`src/rtl/sha256_msg_padder.sv`:
```
// SHA-256 input FIFO writer: streams message words into the engine FIFO, then appends
// the 0x80 marker, zero fill and 64-bit bit length so the FIFO only ever holds whole blocks.
module sha256_msg_padder #(
  parameter int BYTE_CNT_W = 32
) (
  input  logic        clk_i,
  input  logic        rst_i,
  input  logic        start_i,
  input  logic        empty_msg_i,
  output logic        busy_o,
  output logic        done_o,
  output logic [15:0] blocks_o,
  input  logic        in_valid_i,
  output logic        in_ready_o,
  input  logic [31:0] in_dat_i,
  input  logic        in_last_i,
  input  logic [1:0]  in_bytes_i,
  input  logic        fifo_full_i,
  output logic        fifo_wr_en_o,
  output logic [31:0] fifo_wr_dat_o
);

  typedef enum logic [2:0] {
    S_IDLE, S_DATA, S_PAD80, S_ZERO, S_LENHI, S_LENLO
  } state_t;

  state_t                r_state;
  state_t                w_next_state;
  logic [BYTE_CNT_W-1:0] r_byte_cnt;
  logic [3:0]            r_widx;
  logic [15:0]           r_blocks;
  logic                  r_done;
  logic                  w_accept;
  logic                  w_wr_en;
  logic [31:0]           w_wr_dat;
  logic                  w_ready;
  logic [2:0]            w_byte_inc;
  logic [63:0]           w_bit_len;

  // Keep the n valid leading bytes of a short final word and place the marker right after them.
  function automatic logic [31:0] mark_last(input logic [31:0] dat, input logic [1:0] n);
    logic [31:0] res;
    case (n)
      2'd1:    res = {dat[31:24], 24'h800000};
      2'd2:    res = {dat[31:16], 16'h8000};
      2'd3:    res = {dat[31:8],  8'h80};
      default: res = dat;
    endcase
    return res;
  endfunction

  assign w_bit_len  = {{(64-BYTE_CNT_W){1'b0}}, r_byte_cnt} << 3;
  assign w_byte_inc = (in_last_i && (in_bytes_i != 2'd0)) ? {1'b0, in_bytes_i} : 3'd4;

  always_ff @(posedge clk_i) begin
    if (rst_i) begin
      r_state <= S_IDLE;
    end else begin
      r_state <= w_next_state;
    end
  end

  always_comb begin
    w_next_state = r_state;
    w_accept     = 1'b0;
    w_wr_en      = 1'b0;
    w_wr_dat     = 32'h0;
    w_ready      = 1'b0;
    case (r_state)
      S_IDLE: begin
        if (start_i) begin
          w_next_state = empty_msg_i ? S_PAD80 : S_DATA;
        end
      end
      S_DATA: begin
        w_ready  = !fifo_full_i;
        w_wr_dat = in_dat_i;
        if (in_last_i && (in_bytes_i != 2'd0)) begin
          w_wr_dat = mark_last(in_dat_i, in_bytes_i);
        end
        if (in_valid_i && !fifo_full_i) begin
          w_accept = 1'b1;
          w_wr_en  = 1'b1;
          if (in_last_i) begin
            if (in_bytes_i == 2'd0) begin
              w_next_state = S_PAD80;
            end else begin
              w_next_state = (r_widx == 4'd13) ? S_LENHI : S_ZERO;
            end
          end
        end
      end
      S_PAD80: begin
        w_wr_dat = 32'h8000_0000;
        if (!fifo_full_i) begin
          w_wr_en      = 1'b1;
          w_next_state = (r_widx == 4'd13) ? S_LENHI : S_ZERO;
        end
      end
      S_ZERO: begin
        if (!fifo_full_i) begin
          w_wr_en = 1'b1;
          if (r_widx == 4'd13) begin
            w_next_state = S_LENHI;
          end
        end
      end
      S_LENHI: begin
        w_wr_dat = w_bit_len[63:32];
        if (!fifo_full_i) begin
          w_wr_en      = 1'b1;
          w_next_state = S_LENLO;
        end
      end
      S_LENLO: begin
        w_wr_dat = w_bit_len[31:0];
        if (!fifo_full_i) begin
          w_wr_en      = 1'b1;
          w_next_state = S_IDLE;
        end
      end
      default: w_next_state = S_IDLE;
    endcase
  end

  // Counters: widx tracks the word slot within the current 512-bit block.
  always_ff @(posedge clk_i) begin
    if (rst_i) begin
      r_byte_cnt <= '0;
      r_widx     <= 4'd0;
      r_blocks   <= 16'd0;
      r_done     <= 1'b0;
    end else begin
      r_done <= (r_state == S_LENLO) && w_wr_en;
      if ((r_state == S_IDLE) && start_i) begin
        r_byte_cnt <= '0;
        r_widx     <= 4'd0;
        r_blocks   <= 16'd0;
      end else begin
        if (w_accept) begin
          r_byte_cnt <= r_byte_cnt + BYTE_CNT_W'(w_byte_inc);
        end
        if (w_wr_en) begin
          r_widx <= r_widx + 4'd1;
          if (r_widx == 4'd15) begin
            r_blocks <= r_blocks + 16'd1;
          end
        end
      end
    end
  end

  assign busy_o        = (r_state != S_IDLE);
  assign done_o        = r_done;
  assign blocks_o      = r_blocks;
  assign in_ready_o    = w_ready;
  assign fifo_wr_en_o  = w_wr_en;
  assign fifo_wr_dat_o = w_wr_dat;

endmodule
```
`config.mk`:
```
export PLATFORM = sky130hd
export DESIGN_NAME = sha256_msg_padder
export DESIGN_NICKNAME = d
export VERILOG_FILES = /design/src/rtl/sha256_msg_padder.sv
export SDC_FILE = /design/constraint.sdc
export NUM_CORES = 1
export LEC_CHECK = 0
export ABC_AREA = 1
export ABC_CLOCK_PERIOD_IN_PS = 1800
export CORE_ASPECT_RATIO = 0.6
export CORE_MARGIN = 2
export CORE_UTILIZATION = 30
export DETAILED_ROUTE_END_ITERATION = 10
export GPL_ROUTABILITY_DRIVEN = 0
export PLACE_DENSITY = 0.62
export SLEW_MARGIN = 20
export SYNTH_ARGS = -nofsm -noshare
export SYNTH_HDL_FRONTEND = slang
export SYNTH_SLANG_ARGS = --single-unit
```
`constraint.sdc`:
```
create_clock -name clk_i -period 1.8 [get_ports clk_i]
set_input_delay 0.18 -clock clk_i [delete_from_list [all_inputs] [get_ports clk_i]]
set_output_delay 0.18 -clock clk_i [all_outputs]
set_load 0.02 [all_outputs]
```
Yosys cells after proc, flatten, opt, wreduce, memory -nomap -nowiden
Index checks and enable logic that the tools add are counted.

word-level totals
  bits in registers = 56
  input bits = 41
  output and inout port bits = 52
  word-level logic and storage cells = 60

operators by class
  add/sub/neg operators = 3
  equal/unequal tests = 18
  muxes and demuxes = 21
  reductions and logical operators = 13

operators by type and width
  operator                                                               number
  32-bit one-hot mux with 4 select lines                                 1
  24-bit one-hot mux with 3 select lines                                 1
  3-bit 2-to-1 mux                                                       11
  32-bit by 3-bit adder with 32-bit output                               1
  24-bit 2-to-1 mux                                                      1
  3-bit one-hot mux with 6 select lines                                  1
  16-bit by 1-bit adder with 16-bit output, second input constant        1
  2-bit != test, second input constant                                   8
  4-bit equality test, second input constant                             2
  8-bit AND reduction                                                    1
  3-bit by 2-bit equality test with 1-bit output, second input constant  2
  3-bit equality test, second input constant                             2
  4-bit by 1-bit adder with 4-bit output, second input constant          1
  2-bit equality test, second input constant                             2
  1-bit logical AND                                                      4
  1-bit 2-to-1 mux                                                       4
  4-bit OR reduction                                                     1
  3-bit by 1-bit equality test with 1-bit output, second input constant  1
  3-bit zero test                                                        1
  3-bit nonzero test                                                     1
  2-bit by 1-bit equality test with 1-bit output, second input constant  1
  2-bit zero test                                                        1
  2-bit 2-to-1 mux                                                       1
  1-bit one-hot mux with 2 select lines                                  1
  other kinds (4)                                                        4

Longest topological paths before layout
Gate-level depths: netlist of run 1.

  depth in word-level cells = 6
  mapped depth = 12
  mapped depth without buffers = 12

Least setup slack after synthesis of run 1
OpenSTA, ideal clock, no wires.

  path type = register to output
  start point = register r_state[1]
  end point = output fifo_wr_dat_o[7]
  arrival time = 1521 ps
  slack = 99 ps
  cell stages (with the launch flop) = 6
  cells stage by stage = dfxtp_1 nor2_4 nand2_4 a21oi_1 o21ai_0 a21oi_1

on the way
  longest elaborated chain between the ends = 2
  elaborated cells on any way between the ends = 5

ends and longest elaborated chain
  element                                      RTL line  source
  start: declaration                           27        state_t r_state;
  start signal: assignment                     59        r_state <= w_next_state;
  3-bit equality test (tied with other cells)  69        case (r_state)
  32-bit one-hot mux with 4 select lines (*)   69
  end: declaration                             20        output logic [31:0] fifo_wr_dat_o

Mark *: on every way between the ends. The rest lies on a longest branch, timed or not.

Final worst setup path of run 1
  start point = register r_state[2]
  end point = output fifo_wr_dat_o[17]

Same word-level chain as after synthesis.

==> run metrics, run 1 <==
gr ovfl total=0; final setup TNS=-39.5 ps; number of synthesized flops with an enable pin=0; Netlist cell types=34; largest net degree at the start of global routing=41; top post-synthesis cells by area=dfxtp_1, nand2_1, nor2_1; RSZ-0062 raised after global routing=true; Top Family by Delay on Critical Path=buffers and inverters; row count=31; root buf cell=clkbuf_16; Synth area leader=dfxtp_1; Nets=about 800; first-pass GRT wire length=between 15000 and 20000 um; synthesized area=3710 sq um; overall die height=90.1 um; most common cell in the synthesized netlist=nand2_1; Tmin final=1820 ps; startpoint types=register; Crit path required time=roughly 1600 ps; failing checks=setup timing; Post-DRT Antenna Nets=0; # IOs=93; Syn. warnings=0; layout cells sized above 1=between 20 and 25%; synthesis-to-layout area growth=50.6%; drt pass-1 iters=6; Worst Hold Depth=2; fillcell total=around 1200; Async SR Flop Fraction=0%; Clk pin slew, worst setup/hold paths=roughly 70 ps; area of the multi-input gates=2460 sq um; Initial DRC Count=~260; sequential element share of the synthesized area=between 30% and 40%; Mapped Cells=just over 600; Peak supply drop=about 420 uV; Fin. Hold Viols=0; fin cells=~920; Crit Path Category=register to output port; Synth top area share=30.2%; FF/Latch Area=between 1000 and 1500 sq um; CP Max Fanout=11; Pins Over Slew Limit=0; ANT cells=0; slowest library cell on the worst path=dfxtp_4; setup violators final=5; clock sink total=56; DRC=0; Static Leak=2.19 nW; TritonCTS buffer count=5; Worst-Skew Late Latency=roughly 300 ps; outcome=finished, violations left; total chip power=about 3.8 mW; Mean Syn Cell Area=between 6 and 7 sq um; Main synth FF type=dfxtp_1; final worst slack=-19.7 ps; GRT Overall Usage=between 10% and 20%; Min-Delay Path Class=register to register; #FFs+latches synth=56; CTS tree=done; DR vias=around 4400; Crit path depth=8; die area=13300 sq um; DP HPWL=9130 um; commonest cells in the synthesized netlist=nand2_1, nor2_1, inv_1; IO Port Bufs=between 90 and 100; Post-Route WL=12500 um; clock skew=between 6 and 7 ps; f_max=0.550 GHz; dpl cells=approximately 900; crit-path cells=nor2_4, nand2_4, inv_4, nor3_4, buf_6, buf_12, nor2_1, buf_2; CP bufs+invs=4; Avg WL per Cell=about 14 um; clk buf depth=2; syn nets=656; DR vias/cell=~4.8; CP arrival=about 1600 ps; vias in the first global route=roughly 4200; Core ar.=12100 sq um; CP endpoint kind=output port; CTS H-tree depth=2; total of max-cap violations=0; width of the die=roughly 150 um; max incr delay on CP=390 ps; antenna violations before repair=0; Slew Limit Headroom=approximately three quarters; Starting Density=30.7%; Tightest Pin Transition=around 370 ps; Final period util=101%; R2R depth=10; P per Cell Area=around 690 nW/um^2
==> where the power goes <==
group	internal [mW]	switching, mW	total, mW
combinational	0.678	0.867	1.54
clock	0.521	0.454	0.975
sequential	1.27	0.0464	1.32
total	2.47	1.37	3.84
==> cell type report <==
| cell class | instances | area share, % |
|---|---|---|
| clock buffers | 7 | 2.38 |
| multi-input cells | 461 | 44.1 |
| repair buffers | 152 | 24.1 |
| well taps | 165 | 3.70 |
| clock inverters | 1 | 0.157 |
| inverters | 77 | 5.27 |
| flip-flops and latches | 56 | 20.3 |
==> routing by layer <==
layer  vias up  GRT usage (%)  routed length (um)
li1       2238              -                   -
met1      1990           25.0                6110
met2       127           29.1                5500
met3        22           3.15                 602
met4         0           4.81                 284
met5         -              0                   0
==> timing repair <==
action,4_1_cts,5_1_grt
hold buffers,0,0
pin swaps,8,11
gates resized for setup,166,68
gates cloned,1,0
endpoints found under the hold margin,0,0
setup endpoints to repair,65,65
setup buffers,4,9
==> tightest hold or removal path, stage by stage (launching register included) <==
cell     delay (ps)
dfxtp_1         330
inv_1            50
a21oi_1          50
==> flip-flops by register name, indices dropped and copies added, names as in the netlist <==
signal and flops:
r_byte_cnt 32, blocks_o 16, r_widx 4, r_state 3, done_o 1
==> cells by family after synthesis <==
kind of cell    after synthesis  share of synthesized area [%]
simple gates                357                           41.5
buf+inv                      90                           9.62
compound gates               89                           14.0
flops                        56                           30.2
fa+ha+maj                     8                           2.90
xor+xnor                      7                           1.65
==> cells in the final DEF (no fill, tap or decap), types with 5 or more instances in the layout <==
| master | count |
|---|---|
| dfxtp_1 | 52 |
| nor3_1 | 9 |
| buf_2 | 14 |
| inv_1 | 73 |
| o21ai_1 | 6 |
| nand3_2 | 7 |
| o21ai_0 | 20 |
| buf_4 | 60 |
| clkdlybuf4s50_1 | 54 |
| nor2_1 | 105 |
| nor2_2 | 11 |
| nand3_1 | 29 |
| nor2_4 | 10 |
| a21oi_1 | 30 |
| buf_12 | 5 |
| a22oi_1 | 14 |
| a21oi_2 | 5 |
| clkbuf_16 | 5 |
| nand2_1 | 156 |
| buf_6 | 8 |
| nand4_1 | 16 |
==> per-stage QoR <==
step	worst slack [ps]	util, %	hold WS, ps	cell area [sq um]
floorplan	99.2	-	249	3710
global placement	-547	42.9	450	5170
detailed placement	-621	42.9	461	5170
CTS	-144	45.1	473	5440
global route	-97.4	46.3	497	5580
finish	-19.7	46.3	473	5580
==> path summary, 6_finish.rpt <==
path | start | endpoint | slack [ps]
min | r_byte_cnt[5]$_SDFFE_PP0P_ | r_byte_cnt[5]$_SDFFE_PP0P_ | 470
max reg2reg | r_state[2]$_SDFFE_PP0P_ | r_byte_cnt[12]$_SDFFE_PP0P_ | 20
max | r_state[2]$_SDFFE_PP0P_ | fifo_wr_dat_o[17] | -20
min reg2reg | r_byte_cnt[5]$_SDFFE_PP0P_ | r_byte_cnt[5]$_SDFFE_PP0P_ | 470
No activity file was read; power rests on OpenSTA's default activity.
==> run 2, diff against run 1 <==
--- a/config.mk
+++ b/config.mk
@@ -13,7 +13,6 @@
 export DETAILED_ROUTE_END_ITERATION = 10
 export GPL_ROUTABILITY_DRIVEN = 0
 export PLACE_DENSITY = 0.62
-export SLEW_MARGIN = 20
 export SYNTH_ARGS = -nofsm -noshare
 export SYNTH_HDL_FRONTEND = slang
 export SYNTH_SLANG_ARGS = --single-unit
==> results of run 2 <==
No change in the layout: final DEF, timing and power equal those of run 1.
==> run 3, diff against run 2 <==
--- a/config.mk
+++ b/config.mk
@@ -9,10 +9,10 @@
 export ABC_CLOCK_PERIOD_IN_PS = 1800
 export CORE_ASPECT_RATIO = 0.6
 export CORE_MARGIN = 2
-export CORE_UTILIZATION = 30
+export CORE_UTILIZATION = 45
 export DETAILED_ROUTE_END_ITERATION = 10
 export GPL_ROUTABILITY_DRIVEN = 0
-export PLACE_DENSITY = 0.62
+export PLACE_DENSITY = 0.83
 export SYNTH_ARGS = -nofsm -noshare
 export SYNTH_HDL_FRONTEND = slang
 export SYNTH_SLANG_ARGS = --single-unit
==> run metrics, run 3 (synthesized netlist as in run 1, its figures left out) <==
outcome=finished, violations left; failing checks=setup timing; row count=25; drt pass-1 iters=8; Layout Utilization=between 60 and 70%; Static Leak=between 2 and 2.5 nW; startpoint types=register; Peak supply drop=462 uV; DP Worst Slack=-717 ps; ANT cells=0; CP Max Fanout=7; Fin. Hold Viols=0; TritonCTS buffer count=5; Starting Density=between 40% and 50%; CP endpoint kind=output port; Crit Path Category=register to output port; Worst-Skew Late Latency=300 ps; CTS H-tree depth=2; GRT Overall Usage=between 20 and 30%; clock skew=between 5 and 6 ps; Slew Limit Headroom=72.7%; P per Cell Area=around 760 nW/um^2; f_max=0.525 GHz; DRC=0; final setup TNS=-256 ps; overall die height=about 74 um; setup violators final=7; IO Port Bufs=approximately 90; Min-Delay Path Class=register to register; CTS tree=done; largest net degree at the start of global routing=between 40 and 50; total of max-cap violations=0; cts hold-fix bufs=0; Initial DRC Count=a little over 400; die area=9000 sq um; DR vias/cell=between 5 and 6; gr ovfl total=0; # IOs=93; CP arrival=roughly 1700 ps; synthesis-to-layout area growth=45.9%; width of the die=between 100 and 150 um; Crit path required time=around 1600 ps; antenna violations before repair=0; Nets=roughly 790; max reg flops=32; Tightest Pin Transition=between 400 and 500 ps; DR vias=~4600; layout cells sized above 1=between 10% and 20%; clock sink total=between 50 and 60; largest register by flop count=r_byte_cnt; fillcell total=640; root buf cell=clkbuf_16; Tmin final=roughly 1900 ps; RSZ-0062 raised after global routing=true; first-pass GRT wire length=approximately 20000 um; Final period util=106%; Post-Route WL=approximately 13000 um; clk buf depth=2; Post-DRT Antenna Nets=0; DP HPWL=about 8900 um; Avg WL per Cell=around 15 um; Clk pin slew, worst setup/hold paths=~70 ps; final worst slack=-104 ps; most frequent cells in the layout=nand2_1, nor2_1, inv_1, buf_4, clkdlybuf4s50_1; Pins Over Slew Limit=0; vias in the first global route=about 4300; Core ar.=~7900 sq um; most common cell after layout, fill and taps aside=nand2_1
[run 3: where the power goes]
group	switching [mW]	internal (mW)	leakage [nW]
Clock	0.462	0.734	0.0901
Combinational	0.857	0.730	1.61
Sequential	0.0472	1.27	0.454
Total	1.37	2.74	2.16
[run 3: final timing paths]
| kind | startpoint | endpoint | slack [ps] | cells past startpoint |
|---|---|---|---|---|
| setup / recovery | r_state[2]$_SDFFE_PP0P_ | fifo_wr_dat_o[1] | -100 | 8 |
| hold / removal | r_byte_cnt[5]$_SDFFE_PP0P_ | r_byte_cnt[5]$_SDFFE_PP0P_ | 460 | 2 |
| setup reg to reg | r_state[2]$_SDFFE_PP0P_ | r_byte_cnt[18]$_SDFFE_PP0P_ | 10 | 11 |
| hold reg to reg | r_byte_cnt[5]$_SDFFE_PP0P_ | r_byte_cnt[5]$_SDFFE_PP0P_ | 460 | 2 |
[run 3: area by class of cell]
class                   count  area (sq um)  share of cell area [%]
inverters                  77           294                    5.43
repair buffers            144          1300                    24.0
clock buffers               7           153                    2.82
flip-flops and latches     56          1130                    20.9
well taps                 108           135                    2.50
clock inverters             1          30.0                   0.555
multi-input cells         461          2370                    43.8
[run 3: through the flow]
step / std cells / hold slack, ps / power (mW) / area [sq um]
final: 854 / 465 / 4.10 / 5410
after CTS: 851 / 465 / 3.97 / 5280
after detailed placement: 835 / 454 / 2.65 / 5050
after floorplan: 607 / 249 / 2.02 / 3710
after global placement: 835 / 448 / 2.60 / 5050
after global routing: 854 / 499 / 4.27 / 5410
[run 3: worst max-delay path: stages, from the launching register on]
cell and delay, ps:
dfxtp_4 380, nor2_4 130, nand2_4 110, buf_6 140
nor2_4 140, buf_6 130, a22oi_2 50, nor2_1 160
buf_4 180
[run 3: per-layer routing]
metal	up-vias	GRT usage [%]	routed length (um)
met2	234	48.9	6160
li1	2229	-	-
met5	-	0	0
met1	2127	34.8	5240
met4	0	8.43	280
met3	42	4.68	956
[run 3: repair_timing]
action                                  CTS  global route
cloned                                    1             0
pin swaps                                 8             5
gates resized for setup                 174            35
buffers inserted                          7             3
endpoints found under the setup margin   64            53
